`config.mk`:
```
export PLATFORM = sky130hd
export DESIGN_NAME = sr_sequencer
export DESIGN_NICKNAME = d
export VERILOG_FILES = /design/src/rtl/sr_sequencer.sv
export SDC_FILE = /design/constraint.sdc
export NUM_CORES = 1
export LEC_CHECK = 0
export CAP_MARGIN = 20
export CORE_ASPECT_RATIO = 2
export CORE_UTILIZATION = 46
export DETAILED_ROUTE_END_ITERATION = 7
export PLACE_DENSITY = 0.9
export SLEW_MARGIN = 10
export SYNTH_ARGS = -nofsm -noshare
export SYNTH_HDL_FRONTEND = slang
export SYNTH_SLANG_ARGS = --single-unit
export TNS_END_PERCENT = 30
```
`constraint.sdc`:
```
create_clock -name clk -period 3.9 [get_ports clk]
set_clock_uncertainty 0.15 [all_clocks]
set_input_delay 0.39 -clock clk [delete_from_list [all_inputs] [get_ports clk]]
set_output_delay 0.39 -clock clk [all_outputs]
set_load 0.005 [all_outputs]
```
`src/rtl/sr_sequencer.sv`:
```
// sr_sequencer
//   Command sequencer that sits directly upstream of an 8-bit shift register (sr).
//   It accepts one job (word, direction, shift count) over a valid/ready handshake.
//   It drives the sr with one parallel-load cycle followed by N shift cycles.
//   It then samples the sr output and returns it over a valid/ready handshake.
//
// Ports
//   clk        rising-edge clock, shared with the sr
//   rst_n      asynchronous active-low reset
//   in_valid   job request
//   in_ready   high only while idle; a job is taken on in_valid && in_ready
//   in_data    word to parallel-load into the sr
//   in_dir     0 = shift right, 1 = shift left
//   in_count   number of shifts; values above WIDTH saturate to WIDTH
//   shift      sr shift code (hold / right / left / load)
//   d          sr parallel-load data
//   sr_q       sr output (registered inside the sr)
//   out_valid  result available
//   out_ready  result consumer ready
//   out_data   sr_q sampled after the last shift
//   busy       high whenever a job is in flight
//   done       one-cycle pulse on the cycle after the result handshake

module sr_sequencer #(
  parameter int         WIDTH     = 8,
  parameter int         CNT_W     = 4,
  parameter logic [1:0] CODE_HOLD = 2'd0,
  parameter logic [1:0] CODE_SHR  = 2'd1,
  parameter logic [1:0] CODE_SHL  = 2'd2,
  parameter logic [1:0] CODE_LOAD = 2'd3
) (
  input  logic             clk,
  input  logic             rst_n,
  input  logic             in_valid,
  output logic             in_ready,
  input  logic [WIDTH-1:0] in_data,
  input  logic             in_dir,
  input  logic [CNT_W-1:0] in_count,
  output logic [1:0]       shift,
  output logic [WIDTH-1:0] d,
  input  logic [WIDTH-1:0] sr_q,
  output logic             out_valid,
  input  logic             out_ready,
  output logic [WIDTH-1:0] out_data,
  output logic             busy,
  output logic             done
);

  typedef enum logic [2:0] {
    ST_IDLE    = 3'd0,
    ST_LOAD    = 3'd1,
    ST_SHIFT   = 3'd2,
    ST_CAPTURE = 3'd3,
    ST_OUT     = 3'd4
  } state_t;

  localparam logic [CNT_W-1:0] CNT_MAX  = CNT_W'(WIDTH);
  localparam logic [CNT_W-1:0] CNT_ZERO = {CNT_W{1'b0}};
  localparam logic [CNT_W-1:0] CNT_ONE  = CNT_W'(1);

  state_t           state_r;
  state_t           state_s;
  logic [WIDTH-1:0] data_r;
  logic             dir_r;
  logic [CNT_W-1:0] cnt_r;
  logic [CNT_W-1:0] cnt_sat_s;
  logic [WIDTH-1:0] out_data_r;
  logic             done_r;

  assign cnt_sat_s = (in_count > CNT_MAX) ? CNT_MAX : in_count;
  assign out_data  = out_data_r;
  assign done      = done_r;

  // State register.
  always_ff @(posedge clk or negedge rst_n) begin
    if (!rst_n) begin
      state_r <= ST_IDLE;
    end else begin
      state_r <= state_s;
    end
  end

  // Next-state logic.
  always_comb begin
    state_s = state_r;
    case (state_r)
      ST_IDLE: begin
        if (in_valid) begin
          state_s = ST_LOAD;
        end else begin
          state_s = ST_IDLE;
        end
      end
      ST_LOAD: begin
        // A zero-count job is a pure load; skip the shift phase entirely.
        if (cnt_r == CNT_ZERO) begin
          state_s = ST_CAPTURE;
        end else begin
          state_s = ST_SHIFT;
        end
      end
      ST_SHIFT: begin
        // cnt_r counts shifts still to issue, including the current one.
        if (cnt_r == CNT_ONE) begin
          state_s = ST_CAPTURE;
        end else begin
          state_s = ST_SHIFT;
        end
      end
      ST_CAPTURE: state_s = ST_OUT;
      ST_OUT: begin
        if (out_ready) begin
          state_s = ST_IDLE;
        end else begin
          state_s = ST_OUT;
        end
      end
      default: state_s = ST_IDLE;
    endcase
  end

  // Job latches, shift counter, result register and done pulse.
  always_ff @(posedge clk or negedge rst_n) begin
    if (!rst_n) begin
      data_r     <= {WIDTH{1'b0}};
      dir_r      <= 1'b0;
      cnt_r      <= CNT_ZERO;
      out_data_r <= {WIDTH{1'b0}};
      done_r     <= 1'b0;
    end else begin
      if ((state_r == ST_IDLE) && in_valid) begin
        data_r <= in_data;
        dir_r  <= in_dir;
        cnt_r  <= cnt_sat_s;
      end else if (state_r == ST_SHIFT) begin
        cnt_r <= cnt_r - CNT_ONE;
      end
      // The sr has applied its last shift by the CAPTURE cycle.
      if (state_r == ST_CAPTURE) begin
        out_data_r <= sr_q;
      end
      done_r <= (state_r == ST_OUT) && out_ready;
    end
  end

  // Output decode from the registered state only.
  always_comb begin
    shift     = CODE_HOLD;
    d         = {WIDTH{1'b0}};
    in_ready  = 1'b0;
    busy      = 1'b1;
    out_valid = 1'b0;
    case (state_r)
      ST_IDLE: begin
        in_ready = 1'b1;
        busy     = 1'b0;
      end
      ST_LOAD: begin
        shift = CODE_LOAD;
        d     = data_r;
      end
      ST_SHIFT: begin
        shift = dir_r ? CODE_SHL : CODE_SHR;
        d     = data_r;
      end
      ST_CAPTURE: begin
        d = data_r;
      end
      ST_OUT: begin
        d         = data_r;
        out_valid = 1'b1;
      end
      default: begin
        shift = CODE_HOLD;
      end
    endcase
  end

endmodule

```
* Word level (Yosys, flattened, before mapping)
Cells that the tools add are included.
Widths: inputs -> output; s select.
** Word-level totals
- Register bits after elaboration :: 25
- Latch bits :: 0
- ROM bits :: 0
- Memory bits (writable) :: 0
- Input port bits :: 25
- Logic and storage cells :: 33
- Output and inout port bits :: 22
- Memories :: 0
** Cells by class
- Div/mod/pow operators :: 0
- Shifts and indexed selects :: 0
- Reductions and logical operators :: 6
- Mux-type cells :: 14
- Bitwise logic cells :: 0
- Equality and inequality tests :: 5
- $add $sub $neg :: 1
- $lt $le $gt $ge :: 1
- Multipliers :: 0
** Operator list (count)
- $pmux 3 s5 :: 1
- $mux 4 :: 3
- $mux 8 :: 1
- $eq 3x2->1 const B :: 2
- $mux 1 :: 6
- $eq 4x1->1 const B :: 1
- $gt 4x4->1 const B :: 1
- $logic_not 4->1 :: 1
- $pmux 2 s2 :: 1
- $reduce_or 4->1 :: 1
- $sub 4x1->4 const B :: 1
- $eq 3x1->1 const B :: 1
- $eq 3x3->1 const B :: 1
- $logic_not 3->1 :: 1
- $mux 3 :: 1
- $logic_and 1x1->1 :: 2
- $mux 2 :: 1
- $reduce_bool 2->1 :: 1

* Longest topological paths before layout
- Word-level depth :: 3
- Mapped depth :: 5

* Least setup slack after synthesis
OpenSTA, ideal clock, no wires.
- Path kind :: reg2out
- Start :: register state_r[1]
- End :: output d[0]
- Arrival :: 1.110 ns
- Data required time :: 3.360 ns
- Cell stages (with the launch flop) :: 5
- Slack :: 2.250 ns
- Path through :: dfrtp_1 buf_2 nor2_1 xnor2_1 and2_1
** On the way
- Word-level cells in the longest chain between the ends :: 3
** Ends and longest elaborated chain
- start: declaration :: line 61 : state_t state_r;
- start signal: assignment :: line 79 : state_r <= state_s;
- $eq 3x2->1 (tied with other cells) :: line 153 : case (state_r)
- $reduce_or 4->1 (no line) (*)
- $mux 8 (*) :: line 153
- end: declaration :: line 40 : output logic [WIDTH-1:0] d,
Every way passes the cells marked *; elsewhere a longest branch is shown, timed or not.

* Worst setup path in the final report
- Start :: register state_r[1]
- End :: output d[2]
Same word-level chain as after synthesis.

==> key figures <==
Run status
  – Outcome: completed

STA
  – Max-slew headroom: 0.615
  – Slew at the pin closest to its max-slew limit: 0.575 ns
  – Fin crit period: 2.66 ns
  – Fmax achieved: 376 MHz
  – Final hold vios: 0
  – Period utilisation layout: 0.681
  – Final setup margin: around 1.2 ns
  – # setup viols final: 0
  – Setup_tns: 0 ns
  – RSZ-0062 raised after global routing: no
  – Max Slew Vio Count: 0
  – Fin Hold WS: around 0.34 ns

Power
  – Clock power share: 0.115
  – Internal power: approximately 0.88 mW
  – Gate power share: 0.521
  – Power Density: between 700 and 800 nW/um^2
  – Sw power: between 0.4 and 0.5 mW
  – Flop pwr share: 0.364
  – LEAKAGE: 0.781 nW
  – Maximum vdd drop: ~0.47 mV
  – Sw frac: 0.344

GRT
  – Initial antenna violation count: 0
  – First-pass GRT wire length: 4300 microns
  – Total track usage: 0.211
  – Largest net degree at the start of global routing: 26
  – Vias in the first global route: ~1,000
  – Final global-route overflow total: 0

Floorplan
  – Num rows: 26
  – Core area: between 2000 and 3000 sq um
  – Initial core utilization: 0.482
  – Die H: 74.9 microns
  – Die Width: between 30 and 40 microns
  – Ports: 47
  – Overall die area: roughly 2900 sq um

Route
  – Vias per cell: between 5 and 6
  – Initial DRC count: 37
  – Final wirelength: 2760 microns
  – Wire length per cell: 14.6 microns
  – Detailed-route via count: approximately 1,000
  – DR DRC count: 0
  – Post-DRT Antenna Nets: 0
  – Initial DRT Pass Iterations: 4

Min path
  – Hold Path End: data_r[7]
  – Hold path start: data_r[7]
  – Hold depth: 2
  – Tightest Hold Check Type: reg2reg

Clock tree
  – Reg clk slew, reported paths: about 0.090 ns
  – Clk buf depth: 2
  – Clock Latency Late Sink: approximately 0.26 ns
  – Cts repair resizes: 0
  – Number of buffers created by CTS: 3
  – Root Buffer Master: clkbuf_8
  – H-tree levels: 1
  – CTS tree: yes
  – Sink Count: 25

Run
  – Max_cap viols: 0

Synth
  – Syn avg cell area: 10.6 sq um
  – Sequential element share of the synthesized area: 0.512
  – Syn Nets: 143
  – Ys Warns: 0
  – Synth Register Bits: 25
  – Synth unique cells: 30
  – Synthesized area: 1220 sq um
  – Cells after Synth: 115

Worst setup path
  – Startpoint types: flop
  – Critical Path AT: ~2.1 ns
  – Req. time, crit path: around 3.4 ns
  – CP Cell Sequence: nor2_1 -> xnor2_1 -> and2_1 -> clkdlybuf4s50_1
  – Crit path max-delay family: flip-flops
  – Reg2reg end: cnt_r[0]
  – CP bufs+invs: 1
  – Maximum fanout along the worst path: 12
  – R2r setup slk: between 2 and 2.5 ns
  – Largest stage delay, worst path: about 0.60 ns
  – Crit path max-delay cell type: dfrtp_1
  – Setup CP Type: reg2out
  – Worst r2r src: state_r[1]
  – CP Capture Type: output pin
  – Cell depth of the worst flop-to-flop path: 3

Layout
  – Layout area overhead: 41.9%
  – Layout cells sized above 1: 0.112
  – Register Area: 626 sq um
  – Final #Nets: 190
  – Fill cells: between 150 and 200
  – Most common cell after layout, fill and taps aside: clkdlybuf4s50_1
  – Fin util: 0.683
  – Most frequent cells in the layout: clkdlybuf4s50_1 (45), nand2_1 (29), dfrtp_1 (25)
  – Fin cells: 189
  – Multi-input gate area: 541 sq um
  – N_diodes: 0

Placed design
  – GPL Wtd Cong: roughly 0.85
  – Placed Cells: approximately 180
  – Port buffer count: 46
  – DPL Wire Length: about 2100 microns
  – Place WS: around 1.5 ns
==> power groups by stage <==
stage                     combinational [mW]  sequential (mW)  clock [mW]
after floorplan                        0.411            0.447           0
after global placement                 0.677            0.482           0
after detailed placement               0.703            0.493           0
after CTS                              0.709            0.489       0.161
after global routing                   0.768            0.505       0.171
final                                  0.699            0.489       0.154
==> Yosys cell counts <==
cell type | count | area (sq um)
o41ai_1 | 1 | 8.76
xnor2_1 | 1 | 8.76
buf_6 | 2 | 22.5
and2_1 | 8 | 50.1
o21ai_0 | 3 | 15.0
inv_1 | 5 | 18.8
o221ai_1 | 1 | 8.76
or3_1 | 1 | 6.26
or2b_1 | 1 | 7.51
o221ai_2 | 1 | 15.0
and2b_1 | 1 | 7.51
a2bb2oi_1 | 1 | 8.76
nor3_1 | 1 | 5.00
or4b_4 | 1 | 13.8
nor3b_1 | 2 | 15.0
or3b_1 | 1 | 8.76
nand2b_1 | 1 | 6.26
a221o_1 | 4 | 40.0
mux2_2 | 8 | 90.1
nor2_1 | 4 | 15.0
nor2b_1 | 1 | 6.26
nor2_2 | 1 | 6.26
a21oi_1 | 2 | 10.0
dfrtp_1 | 25 | 626
ha_1 | 3 | 37.5
and3_1 | 1 | 6.26
nand2_1 | 29 | 109
nand3b_2 | 1 | 11.3
nor4b_4 | 1 | 23.8
buf_2 | 3 | 15.0
==> timing repair <==
action	4_1_cts	5_1_grt
hold endpoints to repair	0	25
hold buffers	0	1
setup buffers	0	0
==> worst register-to-register path: cells and delay by family (launching register included) <==
family / cells / cell delay (ns)
flops: 1 / 0.53
compound gates: 1 / 0.17
simple gates: 2 / 0.86
==> worst max path at each step <==
stage / from / endpoint / slack (ns) / cells after the start
after floorplan: state_r[1] / d[0] / 2.25 / 4
after global placement: state_r[1] / d[2] / 1.62 / 4
after detailed placement: state_r[1] / d[1] / 1.55 / 4
after CTS: state_r[1] / d[1] / 1.24 / 4
after global routing: state_r[1] / d[2] / 1.05 / 4
final: state_r[1] / d[2] / 1.24 / 4
==> cell families (layout without fill, tap and decap cells) <==
logic type	count (synthesis)	count (layout)	synth area share
AND/OR/NAND/NOR	55	55	0.244
flip-flops	25	25	0.512
buffers and inverters	10	56	0.0461
XOR/XNOR	1	1	0.00717
multiplexers	8	8	0.0737
AO/OA/AOI/OAI	13	13	0.0870
adder cells (fa/ha/maj)	3	3	0.0307
==> area by class of cell <==
type                    instances  share of cell area
clock buffers                   3              0.0238
clock inverters                 1             0.00433
inverters                       5              0.0108
multi-input cells              80               0.312
flip-flops and latches         25               0.361
well taps                      28              0.0202
repair buffers                 47               0.268
==> routing by layer <==
| layer | global-route usage | part of all wire | routed length (microns) | vias to the layer above |
|---|---|---|---|---|
| li1 | - | - | - | 477 |
| met1 | 0.218 | 0.35 | 968 | 494 |
| met2 | 0.411 | 0.61 | 1690 | 30 |
| met3 | 0.0265 | 0.029 | 79 | 2 |
| met4 | 0.0690 | 0.0098 | 27 | 0 |
| met5 | 0 | 0 | 0 | - |
==> state kept, by name, summed over array words and instances (netlist names) <==
| register | cells |
|---|---|
| cnt_r | 4 |
| data_r | 8 |
| dir_r | 1 |
| done | 1 |
| out_data | 8 |
| state_r | 3 |
==> per-stage QoR <==
stage	total power [mW]	area (sq um)
2_1_floorplan	0.858	1220
3_3_place_gp	1.16	1680
3_5_place_dp	1.20	1680
4_1_cts	1.36	1730
5_1_grt	1.44	1730
6_report	1.34	1730
(Power assumes the default switching activity.)
